## config.mk

```make
export PLATFORM = sky130hd
export DESIGN_NAME = phase_sequencer
export DESIGN_NICKNAME = d
export VERILOG_FILES = /design/src/rtl/phase_sequencer.sv
export SDC_FILE = /design/constraint.sdc
export NUM_CORES = 1
export LEC_CHECK = 0
export CAP_MARGIN = 30
export CORE_ASPECT_RATIO = 0.6
export CORE_MARGIN = 2
export CORE_UTILIZATION = 42
export CTS_CLUSTER_SIZE = 16
export DETAILED_ROUTE_END_ITERATION = 8
export PLACE_DENSITY = 0.75
export REMOVE_ABC_BUFFERS = 1
export SLEW_MARGIN = 40
export SYNTH_ARGS = -nofsm -noshare
export SYNTH_HDL_FRONTEND = slang
export SYNTH_SLANG_ARGS = --single-unit
```

## constraint.sdc

```tcl
create_clock -name clk -period 1.6 [get_ports clk]
set_input_delay 0.24 -clock clk [delete_from_list [all_inputs] [get_ports clk]]
set_output_delay 0.24 -clock clk [all_outputs]
set_load 0.005 [all_outputs]
```

## src/rtl/phase_sequencer.sv

```systemverilog
// Multi-cycle IF/ID/EX/MEM/WB phase controller for the CPU core.
// Strobes are decoded from registered state, wait counter and the controls latched in ID/EX.
module phase_sequencer #(
    parameter int MEM_LAT = 1,
    parameter int CNT_W   = 16
) (
    input  logic             clk,
    input  logic             rst_n,
    input  logic             run,
    input  logic             step_mode,
    input  logic             ctl_regwrite,
    input  logic             ctl_memwrite,
    input  logic             ctl_memtoreg,
    input  logic             ctl_in,
    input  logic             ctl_out,
    input  logic             ctl_halt,
    input  logic             ctl_jump,
    input  logic             br_taken,
    input  logic             in_valid,
    input  logic             out_ready,
    output logic             ir_we,
    output logic             pc_we,
    output logic             pc_sel_br,
    output logic             reg_we,
    output logic             mem_we,
    output logic             in_ack,
    output logic             out_valid,
    output logic             halted,
    output logic [2:0]       phase,
    output logic [CNT_W-1:0] retired
);

    // state  | meaning
    // IDLE   | stopped at an instruction boundary, waiting for run
    // IF     | instruction fetch, MEM_LAT cycles, IR loaded in the last one
    // ID     | decode, decoder controls captured at the end of the cycle
    // EX     | execute, branch condition captured at the end of the cycle
    // MEM    | data memory access, MEM_LAT cycles, store strobe in the last one
    // WB     | write back, PC update, instruction retires
    // IOWAIT | IN/OUT handshake stall
    // HALT   | stopped by HLT, left only through reset
    typedef enum logic [2:0] {
        S_IDLE   = 3'd0,
        S_IF     = 3'd1,
        S_ID     = 3'd2,
        S_EX     = 3'd3,
        S_MEM    = 3'd4,
        S_WB     = 3'd5,
        S_IOWAIT = 3'd6,
        S_HALT   = 3'd7
    } state_t;

    localparam int            CW       = (MEM_LAT > 1) ? $clog2(MEM_LAT) : 1;
    localparam logic [CW-1:0] CNT_LAST = CW'(MEM_LAT - 1);
    localparam logic [CNT_W-1:0] RET_MAX = {CNT_W{1'b1}};

    state_t           state_q, state_d;
    logic [CW-1:0]    cnt_q, cnt_d;
    logic [CNT_W-1:0] retired_q, retired_d;
    logic             lat_regwrite_q, lat_regwrite_d;
    logic             lat_memwrite_q, lat_memwrite_d;
    logic             lat_memtoreg_q, lat_memtoreg_d;
    logic             lat_in_q, lat_in_d;
    logic             lat_out_q, lat_out_d;
    logic             lat_jump_q, lat_jump_d;
    logic             lat_br_q, lat_br_d;
    logic             cnt_last;

    assign cnt_last = (cnt_q == CNT_LAST);

    always_comb begin
        state_d        = state_q;
        cnt_d          = cnt_q;
        retired_d      = retired_q;
        lat_regwrite_d = lat_regwrite_q;
        lat_memwrite_d = lat_memwrite_q;
        lat_memtoreg_d = lat_memtoreg_q;
        lat_in_d       = lat_in_q;
        lat_out_d      = lat_out_q;
        lat_jump_d     = lat_jump_q;
        lat_br_d       = lat_br_q;
        case (state_q)
            S_IDLE: begin
                cnt_d = '0;
                if (run) state_d = S_IF;
            end
            S_IF: begin
                if (cnt_last) begin
                    cnt_d   = '0;
                    state_d = S_ID;
                end else begin
                    cnt_d = cnt_q + CW'(1);
                end
            end
            S_ID: begin
                lat_regwrite_d = ctl_regwrite;
                lat_memwrite_d = ctl_memwrite;
                lat_memtoreg_d = ctl_memtoreg;
                lat_in_d       = ctl_in;
                lat_out_d      = ctl_out;
                lat_jump_d     = ctl_jump;
                state_d        = ctl_halt ? S_HALT : S_EX;
            end
            S_EX: begin
                lat_br_d = br_taken;
                cnt_d    = '0;
                if (lat_in_q || lat_out_q)
                    state_d = S_IOWAIT;
                else if (lat_memwrite_q || lat_memtoreg_q)
                    state_d = S_MEM;
                else
                    state_d = S_WB;
            end
            S_MEM: begin
                if (cnt_last) begin
                    cnt_d   = '0;
                    state_d = S_WB;
                end else begin
                    cnt_d = cnt_q + CW'(1);
                end
            end
            S_IOWAIT: begin
                // OUT wins when the decoder flagged both directions
                if (lat_out_q) begin
                    if (out_ready) state_d = S_WB;
                end else if (in_valid) begin
                    state_d = S_WB;
                end
            end
            S_WB: begin
                cnt_d = '0;
                if (retired_q != RET_MAX) retired_d = retired_q + CNT_W'(1);
                state_d = (run && !step_mode) ? S_IF : S_IDLE;
            end
            S_HALT: state_d = S_HALT;
            default: state_d = S_IDLE;
        endcase
    end

    always_ff @(posedge clk or negedge rst_n) begin
        if (!rst_n) begin
            state_q        <= S_IDLE;
            cnt_q          <= '0;
            retired_q      <= '0;
            lat_regwrite_q <= 1'b0;
            lat_memwrite_q <= 1'b0;
            lat_memtoreg_q <= 1'b0;
            lat_in_q       <= 1'b0;
            lat_out_q      <= 1'b0;
            lat_jump_q     <= 1'b0;
            lat_br_q       <= 1'b0;
        end else begin
            state_q        <= state_d;
            cnt_q          <= cnt_d;
            retired_q      <= retired_d;
            lat_regwrite_q <= lat_regwrite_d;
            lat_memwrite_q <= lat_memwrite_d;
            lat_memtoreg_q <= lat_memtoreg_d;
            lat_in_q       <= lat_in_d;
            lat_out_q      <= lat_out_d;
            lat_jump_q     <= lat_jump_d;
            lat_br_q       <= lat_br_d;
        end
    end

    // Pure state decodes: reset forces IDLE, so every strobe drops the moment rst_n falls
    assign ir_we     = (state_q == S_IF) && cnt_last;
    assign mem_we    = (state_q == S_MEM) && cnt_last && lat_memwrite_q;
    assign pc_we     = (state_q == S_WB);
    assign reg_we    = (state_q == S_WB) && lat_regwrite_q;
    assign pc_sel_br = (state_q == S_WB) && (lat_jump_q || lat_br_q);
    assign out_valid = (state_q == S_IOWAIT) && lat_out_q;
    assign in_ack    = (state_q == S_IOWAIT) && !lat_out_q && lat_in_q && in_valid;
    assign halted    = (state_q == S_HALT);
    assign phase     = state_q;
    assign retired   = retired_q;

endmodule
```

== Word level (Yosys, flattened, before mapping) ==
Index checks and enable logic that the tools add are counted.

* Register bits after elaboration: 27
* Bits of input ports: 14
* Output and inout port bits: 27
* Logic and storage cells: 60

* Reductions and logical operators: 21
* Equal/unequal tests: 13
* $add $sub $neg: 2
* Multiplexer cells: 13
* Bitwise logic cells: 1

{| class="wikitable"
|+ Operator list
! kind !! number
|-
| 3-bit one-hot mux with 8 select lines || 1
|-
| 3-bit two-way mux || 7
|-
| 16-bit by 1-bit adder with 16-bit output (second input constant) || 1
|-
| 16-bit != test (second input constant) || 1
|-
| 3-bit equality test (second input constant) || 4
|-
| 1-bit logical AND || 10
|-
| 3-bit by 2-bit equality test with 1-bit output (second input constant) || 2
|-
| 2-bit != test (second input constant) || 3
|-
| 3-bit != test (second input constant) || 2
|-
| 5-bit AND reduction || 1
|-
| 3-bit by 1-bit equality test with 1-bit output (second input constant) || 1
|-
| 3-bit logical NOT || 1
|-
| 1-bit logical OR || 3
|-
| 1-bit two-way mux || 3
|-
| 3-bit OR reduction || 1
|-
| 1-bit logical NOT || 2
|-
| 2-bit two-way mux || 1
|-
| 1-bit one-hot mux with 2 select lines || 1
|-
| 2-bit AND reduction || 1
|-
| 2-bit nonzero test || 1
|-
| 2-bit OR reduction || 1
|-
| 1-bit adder (second input constant) || 1
|-
| 1-bit inverter || 1
|}

== Depth between registers and ports, before layout ==
* Depth in word-level cells: 4
* Gate-level depth with buffers: 6
* Mapped depth without buffers: 5

== Worst setup path after synthesis ==
No wires, ideal clock.

* Path type: register to register
* From: register retired_q[0], in the netlist retired[0]
* To: register retired_q[1], in the netlist retired[1]
* Clock period less this slack: 1.680 ns
* Cell stages (with the launch flop): 7
* Slack: -0.080 ns
* Arrival: 1.552 ns
* Library setup time: 0.128 ns
* Buffers on the path: 1
* Required time: 1.472 ns
* Cell sequence: dfrtp_1 > ha_1 > nand4_2 > nor2_4 > buf_4 > a21oi_2 > mux2_1

* Longest elaborated chain between the ends: 2
* Elaborated cells on any way between the ends: 3
* Classes of those cells: 1 x add/sub; 1 x eq/ne; 1 x reduce/logical

{| class="wikitable"
|+ Ends and longest elaborated chain
! element !! RTL line !! text
|-
| start, declared || 59 || <nowiki>logic [CNT_W-1:0] retired_q, retired_d;</nowiki>
|-
| start signal, assigned || 155 || <nowiki>retired_q <= retired_d;</nowiki>
|-
| parallel branches: the longest is 2 deep, another holds 16-bit by 1-bit adder with 16-bit output || -- ||
|}

Several ways; the timed one is not identified.
A chain may end at the register's enable or synchronous reset.

== Worst setup path after layout ==
* From: register state_q[1], in the netlist phase[1]
* To: register retired_q[9], in the netlist retired[9]

* Longest elaborated chain between the ends: 2

{| class="wikitable"
|+ Ends and longest elaborated chain
! element !! RTL line !! text
|-
| start, declared || 57 || <nowiki>state_t state_q, state_d;</nowiki>
|-
| start signal, assigned || 153 || <nowiki>state_q <= state_d;</nowiki>
|-
| 3-bit equality test || 82 || <nowiki>case (state_q)</nowiki>
|-
| 2-bit AND reduction (no line) || -- ||
|}

Every way passes these cells.

==> out/metrics.csv <==
metric,value,unit
ys.warnings.count,0,
violations,negative setup slack,
clk_latency,0.28,ns
cellPowerDensity,493.7,nW/um2
num_antenna_cells,0,
ant_nets,0,
synth_ff_type,dfrtp_1,
layout_common_cells,"buf_4 (36), clkdlybuf4s50_1 (29), dfrtp_1 (24), xor2_1 (10), buf_6 (9)",
chipHeight,49.04,um
dr_total_vias,1419,
layout.area.seq,653.1,um2
placed_area,2053,um2
max_slew_margin,71.89,%
drtIter0Drc,140,
cts_tree,yes,
fin_crit,1.701,ns
cts_made_buffers,3,
coreArea,3243,um2
grt_pass1_vias,1361,
finalClockSkew,0.002366,ns
setup_viol,12,
place_hpwl,2829,um
cts.sinks,26,
largest_reg_flops,16,
whs,0.3458,ns
ctsLongestPathBuffers,2,
antenna_found_initial,0,
required,1.81,ns
grtUsageTotal,23.16,%
slew_violations,0,
ys_types,37,
multiInputGateArea,818.3,um2
synthCells,124,
synth_seq_cells,26,
ir_worst_vdd,0.3723,mV
stdcell_area,2349,um2
utilization,72.42,%
outcome,"finished, violations left",
drt_pass1_iterations,4,
cp_common_cell,buf_6,
wl_per_cell,18.60,um
layout-area-overhead-vs-synth,65.37,%
num_rows,16,
root_buffer,clkbuf_8,
worst_pin_slew,0.4206,ns
crit_fanout,7,
nFillCells,213,
totalWireLength,4762,um
rsz0062_at_grt,true,
critPathLaunchType,flip-flop,
start_util,43.79,%
crit_arrival,1.91,ns
die_width,79.07,um
synth_edf_count,0,
syn_area,1420,um2
crit_chain,buf_6 > nand3b_4 > clkinv_4 > buf_6 > nand4_4 > a2111oi_2 > xor2_1,
post-route-period-util,106.3,%
gr-total-overflow,0,
layout_commonest_cell,buf_4,
dieArea,3878,um2
critPathKind,reg2reg,
max_cap_viol_count,0,
critPathMaxStageDelay,0.44,ns
fin_ws,-0.1014,ns
hp-class,in2async,
drc,0,
htree_num_levels,1,
drive_gt1_share,41.23,%
gp_congestion,0.8833,
power_leakage,1.074,nW
vias_per_cell,5.543,
finalNetCount,227,
grt_max_degree,27,
ios,41,
worstSetupEndpointType,flip-flop,
slowest_stage,dfrtp_2,
clk_pin_slew_worst_paths,0.09,ns
grt_pass1_wl,6844,um
synth_area_per_cell,11.45,um2
ys_seq_area_share,45.81,%
port_buffers,40,
fmax,0.5877,GHz
synth-async-reset-ratio,100.0,%
hold_viol_final,0,
[per-stage QoR]
| step | setup TNS, ns | std cells | power (mW) | setup WS, ns |
|---|---|---|---|---|
| 6_report | -0.5792 | 256 | 1.159 | -0.1014 |
| 5_1_grt | -1.560 | 256 | 1.203 | -0.1735 |
| 4_1_cts | -0.2917 | 247 | 1.163 | -0.08777 |
| 3_5_place_dp | -0.1465 | 232 | 0.7250 | -0.07241 |
| 3_3_place_gp | -0.05565 | 232 | 0.7235 | -0.05565 |
| 2_1_floorplan | -0.06066 | 120 | 0.6751 | -0.06066 |
[timing repair]
item / in CTS / in global routing
resized for setup: 33 / 18
setup buffers: 10 / 8
gates cloned: 1 / 1
hold buffers: 0 / 0
endpoints found under the setup margin: 13 / 21
pin swaps: 4 / 5
[worst paths after layout]
path	start	end	slack, ns	cells after the start
setup / recovery	phase[1]	retired[9]	-0.10	7
hold / removal	rst_n	lat_regwrite_q	0.35	2
setup reg to reg	phase[1]	retired[9]	-0.10	7
hold reg to reg	retired[11]	retired[11]	0.51	1
max in group asynchronous	rst_n	phase[0]	0.97	2
min in group clk	retired[11]	retired[11]	0.51	1
[layer usage]
layer / global-route usage (%) / vias to the layer above / share of wire [%]
met5: 0 / - / 0
met4: 8.046 / 0 / 4.0
li1: - / 636 / -
met1: 32.98 / 691 / 44
met2: 35.31 / 73 / 45
met3: 4.630 / 19 / 6.4
[Yosys cell counts (2+ instances only)]
master / n / area (um2)
a2111oi_2: 5 / 75.07
a211oi_1: 2 / 15.01
a21oi_1: 2 / 10.01
and2_1: 3 / 18.77
and3_1: 4 / 25.02
and4_4: 2 / 22.52
clkbuf_1: 2 / 7.510
dfrtp_1: 26 / 650.6
inv_1: 4 / 15.01
mux2_2: 6 / 67.56
nand2_1: 7 / 26.28
nand2b_1: 2 / 12.51
nand3_1: 8 / 40.04
nand4_1: 6 / 37.54
nor2_1: 6 / 22.52
o21ai_0: 5 / 25.02
xnor2_1: 5 / 43.79
xor2_1: 10 / 87.58
[logic make-up (layout without fill, tap and decap cells)]
family | Yosys count | count (layout) | synth area share [%]
DFF | 26 | 26 | 45.81
muxes | 7 | 7 | 5.550
buffers and inverters | 9 | 94 | 3.524
and+or+nand+nor | 46 | 48 | 21.32
adders and majority gates | 1 | 1 | 0.8809
xor gates and xnor gates | 15 | 15 | 9.251
AOI/OAI and AO/OA | 20 | 20 | 13.66
[worst max-delay path: cells and delay by family (launching register included)]
kind / cells / cell delay [ns]
DFF: 1 / 0.44
and+or+nand+nor: 2 / 0.38
AOI/OAI and AO/OA: 1 / 0.32
buffers and inverters: 3 / 0.30
xor gates and xnor gates: 1 / 0.18
[cell type report]
type                    instances  area share, %
well taps                      45          2.397
repair buffers                 85          31.59
flip-flops and latches         26          27.81
inverters                       5          1.012
multi-input cells              91          34.84
clock buffers                   4          2.344
[report_power, final]
part / total, mW / switching, mW / internal [mW]
clock network: 0.446 / 0.225 / 0.221
logic: 0.0547 / 0.0218 / 0.0329
registers: 0.659 / 0.000854 / 0.658
Power figures use the tool's default switching activity.
